## src/rtl/datapath_ctrl_if.sv

```systemverilog
// rtl/datapath_ctrl_if.sv - instruction handshake and datapath control bundle
// Purpose: groups the start handshake, instruction word, status and every
//          datapath control/select line of the sequencer.
// master : instruction source side (drives s/instr, observes everything else)
// slave  : sequencer side (datapath_ctrl)
interface datapath_ctrl_if;
  logic        s;
  logic [15:0] instr;
  logic        w;
  logic        illegal;
  logic [15:0] datapath_in;
  logic        vsel;
  logic        write;
  logic        loada;
  logic        loadb;
  logic        asel;
  logic        bsel;
  logic        loads;
  logic        loadc;
  logic [2:0]  writenum;
  logic [2:0]  readnum;
  logic [1:0]  shift;
  logic [1:0]  ALUop;

  modport master (
    output s, instr,
    input  w, illegal, datapath_in, vsel, write, loada, loadb, asel, bsel,
           loads, loadc, writenum, readnum, shift, ALUop
  );

  modport slave (
    input  s, instr,
    output w, illegal, datapath_in, vsel, write, loada, loadb, asel, bsel,
           loads, loadc, writenum, readnum, shift, ALUop
  );
endinterface

```

## src/rtl/datapath_ctrl.sv

```systemverilog
// rtl/datapath_ctrl.sv - multi-cycle instruction sequencer for the 16-bit datapath
// Purpose: latches an instruction on s (in WAIT), decodes it and steps the
//          register file / shifter / ALU datapath until write-back or status load.
// Ports  : clk   - rising-edge clock
//          reset - synchronous, active-high
//          bus   - datapath_ctrl_if.slave (s/instr in; w, illegal, datapath_in
//                  and all datapath controls out)
module datapath_ctrl #(
  parameter int IMM_W = 8
) (
  input  logic           clk,
  input  logic           reset,
  datapath_ctrl_if.slave bus
);

  typedef enum logic [2:0] {
    S_WAIT, S_DECODE, S_MOVI, S_GETA, S_GETB, S_EXEC, S_CMPS, S_WB
  } state_t;

  typedef enum logic [2:0] {
    K_MOVI, K_MOVR, K_MVN, K_ADD, K_CMP, K_AND, K_ILL
  } kind_t;

  typedef struct packed {
    logic       w;
    logic       vsel;
    logic       write;
    logic       loada;
    logic       loadb;
    logic       asel;
    logic       bsel;
    logic       loads;
    logic       loadc;
    logic [2:0] writenum;
    logic [2:0] readnum;
    logic [1:0] shift;
    logic [1:0] aluop;
  } ctrl_t;

  state_t      state_q, state_d;
  logic [15:0] ir_q, ir_d;
  logic        illegal_q, illegal_d;
  ctrl_t       ctrl_q, ctrl_d;

  // Instruction class from opcode IR[15:13] and op IR[12:11].
  function automatic kind_t decode(input logic [15:0] ir);
    case ({ir[15:13], ir[12:11]})
      5'b110_10: decode = K_MOVI;
      5'b110_00: decode = K_MOVR;
      5'b101_11: decode = K_MVN;
      5'b101_00: decode = K_ADD;
      5'b101_01: decode = K_CMP;
      5'b101_10: decode = K_AND;
      default:   decode = K_ILL;
    endcase
  endfunction

  // Moore control word for a state; evaluated on the next state so the
  // outputs come straight out of flops.
  function automatic ctrl_t ctrl_for(input state_t st, input logic [15:0] ir);
    ctrl_t c;
    c = '0;
    case (st)
      S_WAIT:   c.w = 1'b1;
      S_DECODE: c = '0;
      S_MOVI: begin
        c.vsel     = 1'b1;
        c.write    = 1'b1;
        c.writenum = ir[10:8];
      end
      S_GETA: begin
        c.readnum = ir[10:8];
        c.loada   = 1'b1;
      end
      S_GETB: begin
        c.readnum = ir[2:0];
        c.loadb   = 1'b1;
      end
      S_EXEC: begin
        c.shift = ir[4:3];
        c.loadc = 1'b1;
        case (decode(ir))
          K_MOVR:  c.asel  = 1'b1;   // A operand forced to zero: result = shifted B
          K_AND:   c.aluop = 2'b10;
          K_MVN:   c.aluop = 2'b11;
          default: c.aluop = 2'b00;
        endcase
      end
      S_CMPS: begin
        c.shift = ir[4:3];
        c.aluop = 2'b01;
        c.loads = 1'b1;
      end
      S_WB: begin
        c.write    = 1'b1;
        c.writenum = ir[7:5];
      end
      default: c = '0;
    endcase
    return c;
  endfunction

  always_comb begin
    state_d   = state_q;
    ir_d      = ir_q;
    illegal_d = illegal_q;
    case (state_q)
      S_WAIT: begin
        if (bus.s) begin
          ir_d      = bus.instr;
          illegal_d = 1'b0;
          state_d   = S_DECODE;
        end
      end
      S_DECODE: begin
        case (decode(ir_q))
          K_MOVI:               state_d = S_MOVI;
          K_MOVR, K_MVN:        state_d = S_GETB;
          K_ADD, K_CMP, K_AND:  state_d = S_GETA;
          default: begin
            illegal_d = 1'b1;
            state_d   = S_WAIT;
          end
        endcase
      end
      S_MOVI:  state_d = S_WAIT;
      S_GETA:  state_d = S_GETB;
      S_GETB:  state_d = (decode(ir_q) == K_CMP) ? S_CMPS : S_EXEC;
      S_EXEC:  state_d = S_WB;
      S_CMPS:  state_d = S_WAIT;
      S_WB:    state_d = S_WAIT;
      default: state_d = S_WAIT;
    endcase
    ctrl_d = ctrl_for(state_d, ir_d);
  end

  always_ff @(posedge clk) begin
    if (reset) begin
      state_q   <= S_WAIT;
      ir_q      <= '0;
      illegal_q <= 1'b0;
      ctrl_q    <= ctrl_for(S_WAIT, '0);
    end else begin
      state_q   <= state_d;
      ir_q      <= ir_d;
      illegal_q <= illegal_d;
      ctrl_q    <= ctrl_d;
    end
  end

  assign bus.w           = ctrl_q.w;
  assign bus.illegal     = illegal_q;
  assign bus.datapath_in = {{(16-IMM_W){ir_q[IMM_W-1]}}, ir_q[IMM_W-1:0]};
  assign bus.vsel        = ctrl_q.vsel;
  assign bus.asel        = ctrl_q.asel;
  assign bus.bsel        = ctrl_q.bsel;
  assign bus.writenum    = ctrl_q.writenum;
  assign bus.readnum     = ctrl_q.readnum;
  assign bus.shift       = ctrl_q.shift;
  assign bus.ALUop       = ctrl_q.aluop;
  // Register strobes are masked while reset is high so an aborted
  // instruction cannot write or load anything in the reset cycle.
  assign bus.write       = ctrl_q.write & ~reset;
  assign bus.loada       = ctrl_q.loada & ~reset;
  assign bus.loadb       = ctrl_q.loadb & ~reset;
  assign bus.loads       = ctrl_q.loads & ~reset;
  assign bus.loadc       = ctrl_q.loadc & ~reset;

endmodule

```

## src/flat_wrapper.sv

```systemverilog
// flat-port wrapper written by rule: the top's interface ports become plain ports
module datapath_ctrl_flat 
#(
  parameter int IMM_W = 8
)
  (clk, reset, bus_s, bus_instr, bus_w, bus_illegal, bus_datapath_in, bus_vsel, bus_write, bus_loada, bus_loadb, bus_asel, bus_bsel, bus_loads, bus_loadc, bus_writenum, bus_readnum, bus_shift, bus_ALUop);
  datapath_ctrl_if bus_i ();
  input  logic clk;
  input  logic reset;
  input wire logic [$bits(bus_i.s)-1:0] bus_s;
  input wire logic [$bits(bus_i.instr)-1:0] bus_instr;
  output wire logic [$bits(bus_i.w)-1:0] bus_w;
  output wire logic [$bits(bus_i.illegal)-1:0] bus_illegal;
  output wire logic [$bits(bus_i.datapath_in)-1:0] bus_datapath_in;
  output wire logic [$bits(bus_i.vsel)-1:0] bus_vsel;
  output wire logic [$bits(bus_i.write)-1:0] bus_write;
  output wire logic [$bits(bus_i.loada)-1:0] bus_loada;
  output wire logic [$bits(bus_i.loadb)-1:0] bus_loadb;
  output wire logic [$bits(bus_i.asel)-1:0] bus_asel;
  output wire logic [$bits(bus_i.bsel)-1:0] bus_bsel;
  output wire logic [$bits(bus_i.loads)-1:0] bus_loads;
  output wire logic [$bits(bus_i.loadc)-1:0] bus_loadc;
  output wire logic [$bits(bus_i.writenum)-1:0] bus_writenum;
  output wire logic [$bits(bus_i.readnum)-1:0] bus_readnum;
  output wire logic [$bits(bus_i.shift)-1:0] bus_shift;
  output wire logic [$bits(bus_i.ALUop)-1:0] bus_ALUop;
  assign bus_i.s = bus_s;
  assign bus_i.instr = bus_instr;
  assign bus_w = bus_i.w;
  assign bus_illegal = bus_i.illegal;
  assign bus_datapath_in = bus_i.datapath_in;
  assign bus_vsel = bus_i.vsel;
  assign bus_write = bus_i.write;
  assign bus_loada = bus_i.loada;
  assign bus_loadb = bus_i.loadb;
  assign bus_asel = bus_i.asel;
  assign bus_bsel = bus_i.bsel;
  assign bus_loads = bus_i.loads;
  assign bus_loadc = bus_i.loadc;
  assign bus_writenum = bus_i.writenum;
  assign bus_readnum = bus_i.readnum;
  assign bus_shift = bus_i.shift;
  assign bus_ALUop = bus_i.ALUop;
  datapath_ctrl #(.IMM_W(IMM_W)) u_core (.clk(clk), .reset(reset), .bus(bus_i));
endmodule
```

## config.mk

```make
export PLATFORM = sky130hd
export DESIGN_NAME = datapath_ctrl_flat
export DESIGN_NICKNAME = d
export VERILOG_FILES = /design/src/rtl/datapath_ctrl_if.sv /design/src/rtl/datapath_ctrl.sv /design/src/flat_wrapper.sv
export SDC_FILE = /design/constraint.sdc
export NUM_CORES = 1
export LEC_CHECK = 0
export CAP_MARGIN = 15
export CORE_ASPECT_RATIO = 0.5
export CORE_MARGIN = 1
export CORE_UTILIZATION = 25
export CTS_CLUSTER_SIZE = 24
export DETAILED_ROUTE_END_ITERATION = 10
export SYNTH_ARGS = -nofsm -noshare
export SYNTH_HDL_FRONTEND = slang
export SYNTH_SLANG_ARGS = --single-unit
```

## constraint.sdc

```tcl
create_clock -name clk -period 3.3 [get_ports clk]
set_input_delay 0.33 -clock clk [delete_from_list [all_inputs] [get_ports clk]]
set_output_delay 0.33 -clock clk [all_outputs]
set_load 0.05 [all_outputs]
```

==> results.md <==
* Slew Viols, Final at 0
* Postcts setup bufs at 0
* Logic gate share of total power at 0.160
* Clock Tree Buf Depth at 2
* CTS Buf Count at 5
* Final period util at 0.6972
* Die area at 7684 µm²
* Critical path type: in -> out
* RSZ-0062 raised after global routing: no
* Synthesis-stage register bit count at 38
* Worst setup margin at 999.1 ps
* Flop2flop setup slack at 1310 ps
* Tot GR Track Use at 0.1112
* Seq/Total Area, Yosys at 0.4159
* YS warnings at 0
* CTS H-tree lvls at 2
* Final Critical Period at 2301 ps
* Ports at 55
* Largest net degree at the start of global routing at 21
* Fill count at 732
* Total power at 1.145 mW
* Placed standard-cell area at 2242 µm²
* Final Cell Area at 2390 µm²
* Status: finished, final reports clean
* Clock slew at reported path FFs at 50 ps
* Avg WL per Cell at 12.28 µm
* Least-Margin Pin Slew at 527.3 ps
* 1st-iter DRT viols at 32
* HPWL after DPL at 3.058 mm
* Total Nets Final at 249
* Worst Hold Class: reg -> reg
* Hold_ws at 476.3 ps
* DRC at 0
* Critical register-to-register path endpoint: u_core.bus.ALUop[0]$_SDFF_PP0_
* Placed insts at 315
* Number of detailed-route iterations in the first pass at 4
* Routed Antenna Nets at 0
* Hold path depth at 2
* Max IR drop VDD at 156.8 µV
* Setup-failing EPs final at 0
* Synth Cell Area at 1829 µm²
* Register area at 760.7 µm²
* Initial antenna violation count at 0
* Internal Power at 0.8447 mW
* Clk root buf: clkbuf_16
* CTS resizes at 0
* Die X at 123.0 µm
* Synth Area per Inst at 8.967 µm²
* Capture point of the worst path: bus_loada
* Post-synth top flop: dfxtp_1
* Worst endpoint required time at 2970 ps
* Arr. time, crit path at 1970 ps
* Vias at 1421
* Async SR Flop Fraction at 0
* Seq pwr share at 0.432
* Clock skew at 3.138 ps
* Reg-to-reg startpoint: u_core.state_q[1]$_SDFF_PP0_
* Total Wirelength at 3.968 mm
* Fin cells at 323
* Worst-Skew Late Latency at 280 ps
* Synthesized net count at 223
* Pleak at 0.8613 nW
* Clock power frac at 0.408
* Slew HR at 0.6473
* Clock Sinks at 38
* Place WS at 1007 ps
* EDFF count, synth at 0
* Vert. Die Dim at 62.49 µm
* Fmax at 0.4346 GHz
* Syn-to-layout area delta at 30.64%
* Max Fanout on Critical Path at 13
* Multi-input gate area at 813.3 µm²
* GRT overflow at 0
* Cells after Synth at 204
* Register-to-Register Path Depth at 5
* PortBufs at 53
* Net Sw Power at 0.3004 mW
* Final Util at 0.3471
* Hold-fix buffers, CTS at 0
* Critical Path Source: reset
* CTS tree: yes
* Routed vias/inst at 4.399
* Vias in the first global route at 1364
* Initial Util at 0.2657
* First-pass GRT wire length at 6.603 mm
* TNS Setup at 0 ps
* Max cap viols at 0
* Antenna diodes at 0
* Core region area at 6884 µm²
* Startpoint types: input port
* Placer Congestion at 0.8172
* Yosys cell types at 42
* Switching part of the total power at 0.2623
* P per Cell Area at 479.2 nW/µm²
* CP Capture Type: primary output
* Layout cells sized above 1 at 0.1299
* Row cnt at 21
* Fin. Hold Viols at 0
cell type report:
type	count	area share
Multi-Input combinational cell	129	0.3403
Sequential cell	38	0.3183
Timing Repair Buffer	56	0.2314
Clock buffer	7	0.05969
Tap cell	92	0.04817
Clock inverter	1	0.002094
cells in the final DEF, fill, tap and decap left out, types with 2 or more instances in the layout:
cell type,n
a21oi_1,16
a31o_2,4
and3b_1,2
and4_1,2
buf_4,3
clkbuf_16,5
clkdlybuf4s50_1,53
dfxtp_1,38
mux2i_1,3
nand2_1,37
nand2b_1,2
nand4b_1,2
nor2_1,15
nor2b_1,6
nor3_1,6
nor3b_1,3
o21ai_0,2
o21ai_2,4
or4b_1,2
synthesized netlist by cell type, types with 2 or more instances:
cell / count / area, µm²
a21oi_1: 16 / 80.08
o21ai_0: 2 / 10.01
buf_4: 28 / 210.2
mux2i_1: 3 / 30.03
or4b_1: 2 / 20.02
nand4b_1: 2 / 17.52
nor2_1: 15 / 56.30
dfxtp_1: 38 / 760.7
nand2b_1: 2 / 12.51
nor2b_1: 6 / 37.54
nor3b_1: 3 / 22.52
nor4b_1: 2 / 17.52
o21ai_2: 4 / 35.03
and4_1: 2 / 17.52
a31o_2: 4 / 35.03
clkbuf_1: 5 / 18.77
and3b_1: 2 / 17.52
buf_2: 2 / 10.01
nand2_1: 37 / 138.9
nor3_1: 6 / 30.03
buf_6: 2 / 22.52
critical path, cell delays in order:
cell             delay [ps]
clkdlybuf4s50_1         480
buf_4                   220
nor2b_1                 120
clkdlybuf4s50_1         810
worst min-delay path by stage:
stage                              startpoint                         end  slack (ps)
floorplan                               reset  u_core.ir_q[15]$_SDFF_PP0_         410
global placement    u_core.ir_q[3]$_SDFF_PP0_   u_core.ir_q[3]$_SDFF_PP0_         470
detailed placement  u_core.ir_q[6]$_SDFF_PP0_   u_core.ir_q[6]$_SDFF_PP0_         480
CTS                 u_core.ir_q[6]$_SDFF_PP0_   u_core.ir_q[6]$_SDFF_PP0_         480
global route        u_core.ir_q[6]$_SDFF_PP0_   u_core.ir_q[6]$_SDFF_PP0_         510
finish              u_core.ir_q[6]$_SDFF_PP0_   u_core.ir_q[6]$_SDFF_PP0_         480
power by group through the flow:
stage	clock network (mW)	logic, mW	registers [mW]
after CTS	0.472	0.185	0.495
after floorplan	0	0.138	0.503
final	0.468	0.183	0.494
after global placement	0	0.183	0.503
after global routing	0.493	0.196	0.497
after detailed placement	0	0.184	0.504
state kept, by name, summed over array words and instances (netlist names):
name	cells
u_core.ir_q	16
u_core.ctrl_q	5
u_core.bus.readnum	3
u_core.bus.writenum	3
u_core.state_q	3
u_core.bus.ALUop	2
u_core.bus.shift	2
u_core.bus.asel	1
u_core.bus.illegal	1
u_core.bus.vsel	1
u_core.bus.w	1
kinds of logic (layout without fill, tap and decap cells):
logic type | Yosys count | after routing | share of synthesized area
and+or+nand+nor | 91 | 91 | 0.2804
muxes | 3 | 3 | 0.01642
xor gates and xnor gates | 1 | 1 | 0.004789
AOI/OAI and AO/OA | 33 | 33 | 0.1375
other | 1 | 1 | 0.002050
DFF | 38 | 38 | 0.4159
buffers and inverters | 37 | 64 | 0.1430
per-layer routing:
layer  vias to the layer above  share of wire  GRT usage
li1                        726              -          -
met1                       664           0.49     0.1458
met2                        25           0.45     0.1735
met3                         6          0.043    0.02828
met4                         0          0.015    0.04518
met5                         -              0          0
No activity file was read; power rests on OpenSTA's default activity.
